**src/rtl/right_shift_denorm.sv**
```systemverilog
// right_shift_denorm: pipelined right-shift denormalizer with round-half-up
// rounding and an exactness flag. One shift stage per count bit, then a
// rounding stage. The whole pipe stalls together when the output is blocked.

module right_shift_denorm_stage #(
    parameter int IN_W = 22,
    parameter int SH   = 1
) (
    input  logic [IN_W-1:0] d,
    input  logic            guard,
    input  logic            sticky,
    input  logic            en,
    output logic [IN_W-1:0] shifted,
    output logic            guard_next,
    output logic            sticky_next
);
    // Bit that becomes the new guard, and the bits below it that fold into sticky.
    localparam logic [IN_W-1:0] GMASK = IN_W'(64'd1 << (SH - 1));
    localparam logic [IN_W-1:0] LMASK = IN_W'((64'd1 << (SH - 1)) - 64'd1);

    // Conditional shift by SH; the old guard is now discarded and joins sticky.
    always_comb begin
        shifted     = d;
        guard_next  = guard;
        sticky_next = sticky;
        if (en) begin
            shifted     = d >> SH;
            guard_next  = |(d & GMASK);
            sticky_next = sticky | guard | (|(d & LMASK));
        end
    end
endmodule

module right_shift_denorm #(
    parameter int IN_W  = 22,
    parameter int CNT_W = 5
) (
    input  logic             clk,
    input  logic             rst,
    input  logic [IN_W-1:0]  in,
    input  logic [CNT_W-1:0] cnt,
    input  logic             in_valid,
    output logic             in_ready,
    output logic [IN_W-1:0]  out,
    output logic             exact,
    output logic             out_valid,
    input  logic             out_ready
);
    logic                         stall;
    logic [CNT_W:0]               vld_pipe;
    logic [CNT_W-1:0][IN_W-1:0]   d_q, d_n;
    logic [CNT_W-1:0]             g_q, s_q, g_n, s_n;

    assign out_valid = vld_pipe[CNT_W];
    assign stall     = out_valid && !out_ready;
    assign in_ready  = !stall;

    genvar k;
    for (k = 0; k < CNT_W; k++) begin : stg
        // Count bits still needed from this stage on; c[0] enables this stage.
        logic [CNT_W-1-k:0] c;
        logic [IN_W-1:0]    pd;
        logic               pg, ps;

        if (k == 0) begin : src
            assign c  = cnt;
            assign pd = in;
            assign pg = 1'b0;
            assign ps = 1'b0;
        end else begin : src
            assign pd = d_q[k-1];
            assign pg = g_q[k-1];
            assign ps = s_q[k-1];
            // Remaining count bits travel alongside the data of this stage.
            always_ff @(posedge clk) begin
                if (rst)
                    c <= '0;
                else if (!stall)
                    c <= stg[k-1].c[CNT_W-k:1];
            end
        end

        right_shift_denorm_stage #(.IN_W(IN_W), .SH(1 << k)) u_stage (
            .d           (pd),
            .guard       (pg),
            .sticky      (ps),
            .en          (c[0]),
            .shifted     (d_n[k]),
            .guard_next  (g_n[k]),
            .sticky_next (s_n[k])
        );
    end

    // Pipeline registers: valid shift register, stage data and the rounded result.
    always_ff @(posedge clk) begin
        if (rst) begin
            vld_pipe <= '0;
            d_q      <= '0;
            g_q      <= '0;
            s_q      <= '0;
            out      <= '0;
            exact    <= 1'b0;
        end else if (!stall) begin
            vld_pipe <= {vld_pipe[CNT_W-1:0], in_valid && in_ready};
            d_q      <= d_n;
            g_q      <= g_n;
            s_q      <= s_n;
            // Adding the guard bit rounds half up; it cannot overflow IN_W.
            out      <= d_q[CNT_W-1] + IN_W'(g_q[CNT_W-1]);
            exact    <= ~(g_q[CNT_W-1] | s_q[CNT_W-1]);
        end
    end
endmodule

```
**config.mk**
```make
export PLATFORM = sky130hd
export DESIGN_NAME = right_shift_denorm
export DESIGN_NICKNAME = d
export VERILOG_FILES = /design/src/rtl/right_shift_denorm.sv
export SDC_FILE = /design/constraint.sdc
export NUM_CORES = 1
export LEC_CHECK = 0
export CORE_MARGIN = 4
export CORE_UTILIZATION = 52
export CTS_CLUSTER_DIAMETER = 150
export DETAILED_ROUTE_END_ITERATION = 6
export GPL_TIMING_DRIVEN = 0
export PLACE_DENSITY = 0.79
export RECOVER_POWER = 25
export SKIP_LAST_GASP = 1
export SLEW_MARGIN = 10
export SYNTH_ARGS = -nofsm -noshare
export SYNTH_HDL_FRONTEND = slang
export SYNTH_SLANG_ARGS = --single-unit
```
**constraint.sdc**
```tcl
create_clock -name clk -period 2.3 [get_ports clk]
set_clock_uncertainty 0.15 [all_clocks]
set_input_delay 0.69 -clock clk [delete_from_list [all_inputs] [get_ports clk]]
set_output_delay 0.69 -clock clk [all_outputs]
set_load 0.05 [all_outputs]
```
==> metrics.md <==
| Metric | Value |
|---|---|
| First-pass GRT wire length | between 20,000 and 30,000 microns |
| GRT Resource Usage Total | between 20% and 30% |
| Largest net degree at the start of global routing | 17 |
| Post-layout util | roughly 64% |
| Worst VDD drop | roughly 0.5 mV |
| Worst-Skew Late Latency | approximately 0.42 ns |
| Share of layout cells above drive strength 1 | 6.421% |
| Area leader, netlist | dfxtp_1 |
| Antenna Cells | 0 |
| Fin Setup TNS | 0 ns |
| Root Driver | clkbuf_16 |
| Worst path required time | approximately 1.5 ns |
| DR DRC count | 0 |
| Area of the mapped netlist | 6771 sq um |
| Met3 usage | under 10% |
| DRT Wirelength | approximately 18,000 microns |
| Power density over cell area | around 770 nW/um^2 |
| Final hold violations | 0 |
| Static Leak | about 0.0031 uW |
| Startpoint types | primary input |
| Reg clk slew, reported paths | approximately 0.060 ns |
| Vias in the first global route | roughly 5,800 |
| Placed Area | 7530 sq um |
| Period Utilization, post-route | between 90 and 100% |
| Peak fanout along the critical path | 3 |
| CTS tree | yes |
| Grt met1 use | between 20% and 30% |
| Max_cap viols | 0 |
| Ports | 56 |
| Cell variety after synth | 35 |
| Synth top area share | 46.71% |
| Total congestion overflow | 0 |
| Routed len/inst | between 15 and 20 microns |
| Drt pass-1 iters | 5 |
| Post-synthesis cell count | ~750 |
| Num CTS Buffers | 17 |
| Synth-to-layout area growth | 20.58% |
| Endpoints failing setup | 0 |
| H-tree levels | 4 |
| Clock Sinks | approximately 160 |
| Final Max Tran Viols | 0 |
| Worst EP arrival | between 1 and 1.5 ns |
| Status | finished, final reports clean |
| Min Clock Period, post-route | approximately 2.2 ns |
| Final Cell Area | just over 8000 sq um |
| FP Rows | 41 |
| Slew HR | 52.02% |
| DRT iter0 DRCs | around 460 |
| Worst slew pin tran | 0.7196 ns |
| Cts hold-fix bufs | 0 |
| Initial core utilization | 53.44% |
| Worst hold path depth | 2 |
| Post-synthesis average cell area | between 8 and 9 sq um |
| Vias per cell | between 5 and 6 |
| Core Box Area | about 13,000 sq um |
| Vert. Die Dim | around 120 microns |
| Yosys Warn Count | 0 |
| Register area share after synthesis | 46.71% |
| Most frequent cells in the layout | dfxtp_1 (158), nor2_1 (109), a211oi_1 (98), mux2i_1 (83), nand2_1 (75) |
| Commonest non-fill, non-tap cell in the layout | dfxtp_1 |
| HPWL Detailed | around 13,000 microns |
| Max Clock Freq | 459.3 MHz |
| Final Wtd Congestion | between 0.9 and 1 |
| Antenna violations before repair | 0 |
| Die Wd | ~120 microns |
| Busiest grt layer | met2 |
| Routed Antenna Nets | 0 |
| Vias | a little under 6,000 |
| R2R cell count | 6 |
| Largest cells by area after synthesis | dfxtp_1 (47%), mux2i_1 (12%), a211oi_1 (11%) |
| Clock Path Buffers | 2 |
| RSZ-0062 raised after global routing | false |
| Synthesis-stage register bit count | roughly 160 |
| Net Count, Synth | 786 |
| Crit path kind | primary input to output pin |
| Worst Setup End Kind | output pin |
| Worst hold path type | flop to flop |
| Area of the die | about 15,000 sq um |
| Met2 Usage GRT | 43.27% |
| Final nets | 861 |
| I/O Buffers | 53 |
## power breakdown
group	internal, uW	switching (uW)
Sequential	2840	87.5
Clock	1830	1110
Combinational	181	209
Total	4850	1410
## sequential cells by signal, summed over array words and instances, names as in the netlist
signal	cells
stg.pd	88
d_q	22
out	22
stg.c	10
vld_pipe	6
g_q	5
s_q	4
exact	1
## worst max-delay path: stages
cell and delay (ns):
buf_2 0.11, nor2b_4 0.11, buf_6 0.11, clkinv_4 0.05, buf_8 0.12, buf_12 0.14
## layer usage
| layer | wire, microns | up-vias |
|---|---|---|
| li1 | - | 2867 |
| met1 | 7464 | 2722 |
| met2 | 8863 | 154 |
| met3 | 720 | 43 |
| met4 | 566 | 0 |
| met5 | 0 | - |
## what timing repair did
| action | in CTS | in global routing |
|---|---|---|
| gates resized for setup | 42 | 14 |
| setup buffers | 4 | 0 |
| hold endpoints to repair | 0 | 0 |
| pin swaps | 0 | 0 |
| setup endpoints to repair | 126 | 53 |
## cell type report
class | count | area, sq um
clock inverter | 8 | 127.6
timing repair buffer | 57 | 531.8
buffer | 68 | 300.3
clock buffer | 24 | 491.7
inverter | 1 | 8.758
sequential | 158 | 3163
multi-input combinational | 525 | 3327
fill | 1081 | 4506
tap | 172 | 215.2
## cell families after synthesis
family	synth area share [%]
DFF	46.71
and+or+nand+nor	18.88
AOI/OAI and AO/OA	16.41
buffers and inverters	4.324
xor gates and xnor gates	1.035
muxes	12.27
adders and majority gates	0.3695
## cells in the mapped netlist (all sizes together)
| cell type | instances |
|---|---|
| and3 | 2 |
| xor2 | 5 |
| a21oi | 51 |
| or4 | 2 |
| a211oi | 98 |
| nand3b | 31 |
| nor3 | 6 |
| clkbuf | 51 |
| nand4 | 6 |
| clkinv | 1 |
| and2 | 1 |
| dfxtp | 158 |
| buf | 17 |
| ha | 2 |
| nor2b | 1 |
| dlygate4sd1 | 1 |
| nor4 | 10 |
| nand2 | 75 |
| o31ai | 1 |
| nand3 | 7 |
| mux2i | 83 |
| nor2 | 109 |
| o21ai | 7 |
| a311oi | 8 |
| and4 | 9 |
| or3 | 7 |
| xnor2 | 3 |
| o211ai | 1 |
## metrics by stage
stage	worst slack (ns)	hold slack, ns	std cells	total power [uW]
CTS	-0.07069	0.3042	1014	6264
global placement	-1.257	0.2897	978	3360
finish	0.1230	0.3051	1013	6253
floorplan	0.01844	0.2817	753	3214
detailed placement	-1.302	0.2962	978	3376
global route	0.01093	0.3203	1013	6455
## path summary, 6_finish.rpt
path | start | end | slack, ns
setup reg to reg | g_q[4]$_SDFFE_PP0N_ | out[20]$_SDFFE_PP0N_ | 0.15
hold reg to reg | out[0]$_SDFFE_PP0N_ | out[0]$_SDFFE_PP0N_ | 0.31
setup / recovery | out_ready | in_ready | 0.12
hold / removal | out[0]$_SDFFE_PP0N_ | out[0]$_SDFFE_PP0N_ | 0.31
Power figures use the tool's default switching activity.
==> RTL change 1, RTL diff (same settings) <==
Reset style: asynchronous (`rst`), changed in 2 clocked blocks.
--- a/src/rtl/right_shift_denorm.sv
+++ b/src/rtl/right_shift_denorm.sv
@@ -72,7 +72,7 @@
             assign pg = g_q[k-1];
             assign ps = s_q[k-1];
             // Remaining count bits travel alongside the data of this stage.
-            always_ff @(posedge clk) begin
+            always_ff @(posedge clk or posedge rst) begin
                 if (rst)
                     c <= '0;
                 else if (!stall)
@@ -92,7 +92,7 @@
     end
 
     // Pipeline registers: valid shift register, stage data and the rounded result.
-    always_ff @(posedge clk) begin
+    always_ff @(posedge clk or posedge rst) begin
         if (rst) begin
             vld_pipe <= '0;
             d_q      <= '0;
Behaviour: differs if rst is asserted again (counterexample within 4 cycles, from zero or initial values and one cycle with rst high); with rst held inactive, the same outputs for 10 cycles.
==> RTL change 1 against the original RTL <==
  * Sequential cell count is the same
  * Cell count shrank 1.2%
  * Setup slack got worse by 0.034 ns
  * Cell area increased by 6.7%
  * Area after synthesis increased by 6.9%
  * Wire length shrank 6.9%
  * Largest cell class is now registers
Power is not compared: it rests on default switching activity, and its combinational part moved more than twofold at a synthesized area within 25%.
==> RTL change 1: results (changes against the original RTL) <==
STA
  • Maximum clock rate: 0.452 GHz (was 0.459 GHz)
  • Hold slack: 0.315 ns (was 0.305 ns)
  • Worst-Margin Slew: 1.37 ns (was 0.720 ns)

Placement
  • I/O Buffers: 54 (was 53)
  • DP HPWL: 12200 um (was 13200 um)
  • Placed insts: 968 (was 978)
  • Area after DPL: 8090 sq um (was 7530 sq um)
  • RD Place Congestion: 0.883 (was 0.962)

Synth
  • XOR/XNOR share of the synthesized area: 1.82% (was 1.03%)
  • Post-synthesis mux area share: 11.6% (was 12.3%)
  • Top post-synthesis cells by area: dfrtp_1, mux2i_1, nand2_1, o21ai_0, nand3b_1 (was dfxtp_1, mux2i_1, a211oi_1, nor2_1, nand2_1)
  • Post-synthesis compound-gate area fraction: 8.45% (was 16.4%)
  • Number of distinct library cells after synthesis: 36 (was 35)
  • Post-synthesis adder-cell area fraction: 0.346% (was 0.370%)
  • Fraction of registers with async set/reset: 100% (was 0%)

Global route
  • Global-route wire length before repair: 27800 um (was 28700 um)
  • Vias in the first global route: 5704 (was 5768)
  • All-Layer GR Usage: 21.7% (was 24.6%)

Finish
  • Fill count: 1104 (was 1081)
  • Register area: 3950 sq um (was 3160 sq um)
  • Layout net count: 845 (was 861)

Worst setup path
  • Worst reg2reg startpoint: g_q[4]$_DFFE_PP0N_ (was g_q[4]$_SDFFE_PP0N_)
  • Worst-path maximum fanout: 19 (was 3)
  • Max incr delay on CP: 0.20 ns (was 0.14 ns)
  • Slowest CP cell: clkdlybuf4s15_1 (was buf_12)
  • Worst R2R End: out[20]$_DFFE_PP0N_ (was out[20]$_SDFFE_PP0N_)

Status
  • Outcome: finished clean (unchanged)

Drt
  • WL/cell: 16.4 um (was 17.4 um)
  • Detailed Route Iter0 Violations: 313 (was 462)

Min path
  • Worst Hold Launch: out[1]$_DFFE_PP0N_ (was out[0]$_SDFFE_PP0N_)
-- RTL change 1: routing by layer --
layer | global-route usage (%) | vias up | routed length (um)
li1 | - | 2645 | -
met1 | 27.0 | 2638 | 6930
met2 | 36.9 | 143 | 8180
met3 | 4.66 | 40 | 784
met4 | 9.46 | 0 | 499
met5 | 0 | - | 0
-- RTL change 1: layout make-up --
cell class,count,area share (%)
sequential,158,45.4
tap,176,2.53
multi-input combinational,519,34.9
clock buffer,21,5.40
clock inverter,11,1.58
inverter,5,0.373
timing repair buffer,60,7.15
buffer,51,2.71
-- RTL change 1: power by group --
part / switching (mW) / internal, mW
sequential: 1.01 / 3.94
clock: 1.08 / 1.79
combinational: 2.45 / 1.51
-- RTL change 1: repair_timing --
action / CTS / global route
pin swaps: 0 / 1
resized for setup: 43 / 1
buffers inserted: 2 / 0
setup endpoints to repair: 25 / 2
hold endpoints to repair: 0 / 0
cloned: 0 / 0
==> RTL change 2, RTL diff (same settings) <==
Made on the original files. Change the parameter `CNT_W` from 5 to 10.
--- a/src/rtl/right_shift_denorm.sv
+++ b/src/rtl/right_shift_denorm.sv
@@ -33,7 +33,7 @@
 
 module right_shift_denorm #(
     parameter int IN_W  = 22,
-    parameter int CNT_W = 5
+    parameter int CNT_W = 10
 ) (
     input  logic             clk,
     input  logic             rst,
Interface: changed (resized cnt); port bits go from 56 to 61. No check against the original RTL was run, so the function may have changed too.
==> RTL change 2 against the original RTL <==
  * The run now ends with setup timing left
  * Synthesized cell count is 100% higher
  * Maximum frequency is 11% lower
  * Wire length is 93% higher
  * Sequential share of layout area is 3.9 points higher
  * Area after synthesis is 90% higher
  * Cell area is 83% higher
  * Utilization is 3.1 points lower
  * Sequential cell count is 160 higher
  * Power is 79% higher
  * Worst hold slack worse by 0.0034 ns
  * Combinational power is 15% higher
  * Setup slack worse by 0.26 ns
  * Highest routed layer unchanged
==> RTL change 2: results (changes against the original RTL) <==
Status
  • Outcome: complete, but fails checks (was finished clean)
  • Failing checks: setup timing

Worst setup path
  • Reg-to-reg slack, setup: 0.08 ns (was 0.15 ns)
  • Data arrival, critical path: 1.59 ns (was 1.34 ns)
  • Max incr delay on CP: 0.26 ns (was 0.14 ns)
  • Worst reg2reg startpoint: vld_pipe[10]$_SDFFE_PP0N_ (was g_q[4]$_SDFFE_PP0N_)
  • Worst-path maximum fanout: 2 (was 3)

Synth
  • Post-synthesis adder-cell area fraction: 0.194% (was 0.370%)
  • Number of distinct library cells after synthesis: 32 (was 35)
  • Mapped Nets: 1542 (was 786)
  • Post-synth top cells: dfxtp_1, nand2_1, a21oi_1 (was dfxtp_1, nor2_1, a211oi_1)
  • XOR/XNOR share of the synthesized area: 0.680% (was 1.03%)
  • Top post-synthesis cells by area: dfxtp_1, nand3b_1, a21oi_1, nand2_1, mux2i_1 (was dfxtp_1, mux2i_1, a211oi_1, nor2_1, nand2_1)

Drt
  • Via count: 11166 (was 5786)
  • M1 WL: 14600 um (was 7460 um)
  • Met2 WL: 16800 um (was 8860 um)
  • Met3 WL: 1740 um (was 720 um)
  • Detailed Route Iter0 Violations: 782 (was 462)
  • Routed WL: 34100 um (was 17600 um)

STA
  • Worst slew margin: 53.8% (was 52.0%)
  • Final setup vio count: 1 (was 0)
  • Hold slack: 0.302 ns (was 0.305 ns)
  • Setup WS post-layout: -0.134 ns (was 0.123 ns)

Finish
  • Clock buffer count: 40 (was 24)
  • Fill count: 2062 (was 1081)
  • Inverter count: 6 (was 1)
  • Buffering overhead: 7.54% (was 10.2%)
  • Footprint of the multi-input gates: 6010 sq um (was 3330 sq um)
  • Multi-input gates: 1046 (was 525)
  • Fraction of area in clock buffers and inverters: 6.65% (was 7.59%)

Clock tree
  • Worst-Skew Late Latency: 0.55 ns (was 0.42 ns)
  • Num CTS Buffers: 31 (was 17)
  • Clock sinks: 318 (was 158)
  • CTS H-tree lvls: 1 (was 4)

Power
  • Sequential share of power: 51.1% (was 46.8%)
  • Peak VDD IR: 0.659 mV (was 0.513 mV)
  • Pint: 8.74 mW (was 4.85 mW)
  • Total combinational power: 448 uW (was 391 uW)

Placement
  • DP HPWL: 24500 um (was 13200 um)

Min path
  • Worst Hold Launch: vld_pipe[2]$_SDFFE_PP0N_ (was out[0]$_SDFFE_PP0N_)
  • Worst Hold Endpoint: vld_pipe[2]$_SDFFE_PP0N_ (was out[0]$_SDFFE_PP0N_)

Global route
  • Largest net degree at the start of global routing: 19 (was 17)
RTL change 2: critical path: cells and delay by family:
family | cells | cell delay [ns]
buf+inv | 5 | 0.77
simple gates | 1 | 0.13
RTL change 2: stage by stage:
| stage | utilization (%) | setup TNS (ns) | worst slack, ns | instance area (sq um) |
|---|---|---|---|---|
| after global routing | 61.4 | -0.240 | -0.159 | 14900 |
| after global placement | 57.1 | -201.93 | -1.51 | 13900 |
| after floorplan | - | 0 | 0.0571 | 12900 |
| after CTS | 61.3 | -0.133 | -0.133 | 14900 |
| final | 61.4 | -0.134 | -0.134 | 14900 |
| after detailed placement | 57.1 | -211.19 | -1.51 | 13900 |
RTL change 2: timing repair:
item                                    CTS  global route
setup buffers                             3             0
endpoints found under the setup margin  262            76
gates resized for setup                  53            25
pin swaps                                 1             0
RTL change 2: routing by layer:
layer,track usage (%),up-vias
li1,-,5474
met1,31.8,5336
met2,43.0,288
met3,3.55,68
met4,7.35,0
met5,0,-
